$ cat src/rtl/bus_arbiter.sv
// Memory bus arbiter between the 65C02 core and a single DMA requester.
// Stalls the core through RDY during DMA tenure and replays its in-flight read byte on return.
module bus_arbiter #(
  parameter int MAX_BURST = 8,
  parameter int MIN_CPU   = 2,
  parameter int SYNC_ONLY = 0
) (
  input  logic        clk,
  input  logic        RST,
  input  logic [15:0] cpu_ad,
  input  logic [7:0]  cpu_do,
  input  logic        cpu_we,
  input  logic        cpu_sync,
  output logic [7:0]  cpu_di,
  output logic        cpu_rdy,
  input  logic        ext_rdy,
  input  logic        dma_req,
  input  logic [15:0] dma_ad,
  input  logic [7:0]  dma_do,
  input  logic        dma_we,
  output logic        dma_gnt,
  output logic        dma_ack,
  output logic        dma_rvalid,
  output logic [7:0]  dma_rdata,
  output logic [15:0] mem_ad,
  output logic [7:0]  mem_do,
  output logic        mem_we,
  input  logic [7:0]  mem_di
);

  localparam int BW = $clog2(MAX_BURST + 1);
  localparam int CW = $clog2(MIN_CPU + 1);

  typedef enum logic {
    ST_CPU = 1'b0,
    ST_DMA = 1'b1
  } state_t;

  state_t        r_state;
  state_t        w_nextState;
  logic [BW-1:0] r_burstCnt;
  logic [CW-1:0] r_coolCnt;
  logic          r_replay;
  logic          r_capPend;
  logic [7:0]    r_cap;
  logic          r_dmaRvalid;

  logic w_isDma;
  logic w_ack;
  logic w_handover;
  logic w_return;
  logic w_capBlock;

  assign w_isDma    = (r_state == ST_DMA);
  assign w_ack      = w_isDma & dma_req & ext_rdy;
  assign w_capBlock = r_capPend & ~ext_rdy;

  assign mem_ad     = w_isDma ? dma_ad : cpu_ad;
  assign mem_do     = w_isDma ? dma_do : cpu_do;
  assign mem_we     = w_isDma ? dma_we : cpu_we;
  assign cpu_rdy    = w_isDma ? 1'b0 : ext_rdy;
  assign cpu_di     = r_replay ? r_cap : mem_di;
  assign dma_gnt    = w_isDma;
  assign dma_ack    = w_ack;
  assign dma_rvalid = r_dmaRvalid;
  assign dma_rdata  = mem_di;

  // Return waits until the core's in-flight byte is safely captured.
  always_comb begin
    w_nextState = r_state;
    w_handover  = 1'b0;
    w_return    = 1'b0;
    case (r_state)
      ST_CPU: begin
        if (dma_req && ext_rdy && (r_coolCnt == '0) &&
            ((SYNC_ONLY == 0) || cpu_sync)) begin
          w_handover  = 1'b1;
          w_nextState = ST_DMA;
        end
      end
      ST_DMA: begin
        if (!w_capBlock &&
            (!dma_req || (w_ack && (r_burstCnt == BW'(MAX_BURST - 1))))) begin
          w_return    = 1'b1;
          w_nextState = ST_CPU;
        end
      end
      default: w_nextState = ST_CPU;
    endcase
  end

  always_ff @(posedge clk or posedge RST) begin
    if (RST) begin
      r_state     <= ST_CPU;
      r_burstCnt  <= '0;
      r_coolCnt   <= '0;
      r_replay    <= 1'b0;
      r_capPend   <= 1'b0;
      r_cap       <= '0;
      r_dmaRvalid <= 1'b0;
    end else begin
      r_state     <= w_nextState;
      r_dmaRvalid <= w_ack & ~dma_we;
      if (r_state == ST_CPU) begin
        if (ext_rdy) begin
          r_replay <= 1'b0;
          if (r_coolCnt != '0) begin
            r_coolCnt <= r_coolCnt - 1'b1;
          end
        end
        if (w_handover) begin
          r_capPend  <= 1'b1;
          r_burstCnt <= '0;
        end
      end else begin
        // The first ready DMA cycle still carries the core's read data.
        if (r_capPend && ext_rdy) begin
          r_cap     <= mem_di;
          r_capPend <= 1'b0;
        end
        if (w_ack) begin
          r_burstCnt <= r_burstCnt + 1'b1;
        end
        if (w_return) begin
          r_replay  <= 1'b1;
          r_coolCnt <= CW'(MIN_CPU - 1);
        end
      end
    end
  end

endmodule

$ cat config.mk
export PLATFORM = sky130hd
export DESIGN_NAME = bus_arbiter
export DESIGN_NICKNAME = d
export VERILOG_FILES = /design/src/rtl/bus_arbiter.sv
export SDC_FILE = /design/constraint.sdc
export NUM_CORES = 1
export LEC_CHECK = 0
export BUFFER_PORTS_ARGS = -buffer_cell sky130_fd_sc_hd__buf_2
export CELL_PAD_IN_SITES_DETAIL_PLACEMENT = 0
export CELL_PAD_IN_SITES_GLOBAL_PLACEMENT = 1
export CORE_UTILIZATION = 29
export CTS_CLUSTER_SIZE = 10
export DETAILED_ROUTE_END_ITERATION = 10
export GPL_TIMING_DRIVEN = 0
export PLACE_DENSITY = 0.87
export SYNTH_ARGS = -nofsm -noshare
export SYNTH_HDL_FRONTEND = slang
export SYNTH_SLANG_ARGS = --single-unit
$ cat constraint.sdc
create_clock -name clk -period 2.65 [get_ports clk]
set_clock_uncertainty 0.1 [all_clocks]
set_input_delay 0.53 -clock clk [delete_from_list [all_inputs] [get_ports clk]]
set_output_delay 0.53 -clock clk [all_outputs]
set_load 0.05 [all_outputs]
==> summary.txt <==
Status
  • Status: completed

Route
  • Final WL: roughly 3.3 mm
  • Vias/cell: 4.56
  • DR WL/cell: 12.1 um
  • DRT Pass-1 Iters: 4
  • Vias: 1255
  • Remaining DRCs: 0
  • Antenna viol nets, final: 0
  • 1st-iter DRT viols: 11

Placement
  • Port Buffer Count: about 110
  • HPWL after detailed placement: 2.77 mm
  • Placed cell areas: 1910 um2
  • Routability cong.: roughly 0.8

Floorplan
  • Die W: 69.6 um
  • IO Pins: 108
  • Die Y: a little under 70 um
  • Core ar.: approximately 4400 um2
  • Initial Util: 0.302
  • Die area: 4840 um2
  • Site Rows: 24

Clock network
  • # clock sinks: 18
  • CTS Buf Count: 3
  • Hold_buf cts: 0
  • Post-CTS setup buffer count: 0
  • CTS tree: built
  • Worst-Skew Late Latency: 250 ps
  • Clock Tree Root: clkbuf_8
  • CTS max path bufs: 2
  • Cts repair resizes: 0
  • Clock transition at path regs: 60 ps
  • H-tree depth: 1

Worst hold path
  • HP Class: input port to async pin

Synthesis
  • Synth area leader: dfrtp_1
  • Post-synth top area share: 0.340
  • YS warnings: 0
  • Post-synthesis sequential area ratio: 0.340
  • Synth Area in XOR/XNOR: 0
  • Netlist cell types: 28
  • Post-synth top cells: mux2_1, dfrtp_1, buf_4, mux2_2, mux2_4
  • FF+latch count, synth: 18
  • Post-synthesis compound-gate area fraction: 0.0756
  • Most frequent cell after synthesis: mux2_1
  • Largest family of logic cells by synthesized area: multiplexers
  • Post-Synth Adder-Cell Area: 0.0189
  • Mux share of post-synthesis cell area: 0.380
  • Number of enable flip-flop cells after synthesis: 0
  • Post-Synth Simple-Gate Area: 0.0870
  • Post-Syn Area: 1320 um2
  • Avg Synthesized Cell Area: around 12 um2
  • Area contributors post-synth: dfrtp_1, mux2_1, mux2_2, mux2_4, buf_4
  • Synth Instances: 115
  • Ys flop type: dfrtp_1
  • Mapped Nets: 180
  • Async SR Flop Fraction: 1.00

Timing
  • Setup violators final: 0
  • Final hold viol count: 0
  • Slew margin rel.: 0.570
  • Worst Tran Pin Value: 645 ps
  • Achievable clock frequency: 0.441 GHz
  • Minimum clock period: 2270 ps
  • RSZ-0062 raised after global routing: false
  • Tcrit/Tclk final: 0.855
  • Slew Limit Fails: 0
  • Sum Neg Setup Slack: 0 ps

Power and ir drop
  • Peak supply drop: 376 uV
  • Pleak: 1.06 nW
  • Pwr/cell area: 978 nW/um2
  • Design Power: ~1.9 mW

Flow run
  • # Max-Cap Violations: 0

Global routing
  • Total GRT Usage: 0.139
  • Vias in the first global route: 1177
  • Global-route wire length before repair: 5.38 mm
  • Initial antenna violation count: 0
  • Largest net degree at the start of global routing: 19
  • Total global routing overflow: 0

Cells and area
  • Layout Nets: 290
  • N_diodes: 0
  • Share of cells above drive strength 1: 0.646
  • Post-route cell area: 1960 um2
  • Area Overhead vs Synth: 47.7%
  • Fillers: 427

Setup path
  • Crit path kind: register to primary output
  • Crit path DAT: 1640 ps
  • CP Cell Sequence: buf_4, buf_4, mux2_1, buf_2
  • FF-to-FF path depth: 5
  • Crit-path max cell delay: approximately 400 ps
  • Critical path capture point type: primary output
  • Crit-path max FO: 10
  • CP Buf/Inv Count: 3
  • Flop-to-flop setup slack: 1110 ps
  • Crit-path most repeated cell: buf_4
  • Worst Setup Start Kind: register
  • WP data required: 2020 ps
  • Slowest CP cell: dfrtp_1
  • Number of stages on the worst setup path: 4
  • CP delay by family, top: buffers and inverters
[state kept, by name (all words and copies together), names as in the netlist]
| name | count |
|---|---|
| dma_rvalid | 1 |
| r_replay | 1 |
| r_coolCnt | 2 |
| r_capPend | 1 |
| dma_gnt | 1 |
| r_cap | 8 |
| r_burstCnt | 4 |
[per-stage QoR]
| step | util | setup WS (ps) | hold slack (ps) | std cells |
|---|---|---|---|---|
| after CTS | 0.446 | 344 | 283 | 275 |
| after global routing | 0.446 | 292 | 338 | 275 |
| final | 0.446 | 385 | 258 | 275 |
| after floorplan | - | 410 | 369 | 115 |
| after global placement | 0.437 | 638 | 393 | 272 |
| after detailed placement | 0.437 | 621 | 391 | 272 |
[cell usage in the layout, fill, tap and decap left out]
cell type / netlist / final
nor2b_1: 2 / 2
nand4b_1: 2 / 2
clkbuf_8: 0 / 3
buf_2: 2 / 107
dfrtp_1: 18 / 18
nand4_1: 1 / 1
nand3b_1: 1 / 1
buf_4: 13 / 13
mux2_2: 11 / 11
a2bb2oi_1: 1 / 1
nand2_1: 3 / 3
a31oi_1: 1 / 1
nor4bb_1: 1 / 1
mux2_1: 23 / 23
o211ai_2: 1 / 1
o21ai_0: 3 / 3
nor2_1: 3 / 3
nand3_1: 3 / 3
ha_1: 2 / 2
o211ai_1: 1 / 1
inv_1: 6 / 6
a21o_1: 1 / 1
o22ai_1: 1 / 1
nand2b_1: 1 / 1
o31a_1: 1 / 1
nand3_4: 1 / 1
a21oi_1: 2 / 2
a22o_1: 2 / 2
mux2_4: 8 / 8
[final timing paths]
kind	startpoint	end
max in group asynchronous	RST	r_coolCnt[1]$_DFFE_PP0P_
setup reg to reg	r_coolCnt[0]$_DFFE_PP0P_	r_coolCnt[1]$_DFFE_PP0P_
hold / removal	RST	r_cap[6]$_DFFE_PP0P_
hold reg to reg	r_cap[4]$_DFFE_PP0P_	r_cap[4]$_DFFE_PP0P_
min in group clk	dma_we	dma_rvalid$_DFF_PP0_
setup / recovery	dma_gnt$_DFF_PP0_	mem_ad[1]
[power breakdown]
group          switching (mW)  internal [mW]  total [mW]
Clock                  0.0802          0.101       0.181
Sequential             0.0842          0.394       0.478
Combinational           0.796          0.457        1.25
Total                   0.961          0.951        1.91
[per-layer routing]
layer / track usage / wire length (um) / vias to the layer above
met2: 0.247 / 1550 / 78
li1: - / - / 624
met5: 0 / 0 / -
met1: 0.165 / 1420 / 549
met4: 0.0544 / 40 / 0
met3: 0.0233 / 329 / 4
[kinds of logic after synthesis]
group | after synthesis
adders and majority gates | 2
DFF | 18
and+or+nand+nor | 18
AOI/OAI and AO/OA | 14
muxes | 42
buffers and inverters | 21
[cell type report]
type | count | area, um2 | share of cell area
buffer | 15 | 108 | 0.0550
timing repair buffer | 105 | 526 | 0.269
sequential | 18 | 450 | 0.230
clock buffer | 3 | 41.3 | 0.0211
inverter | 6 | 22.5 | 0.0115
multi-input combinational | 76 | 743 | 0.380
tap | 52 | 65.1 | 0.0333
Note: power is estimated with default switching activity, not from simulation.
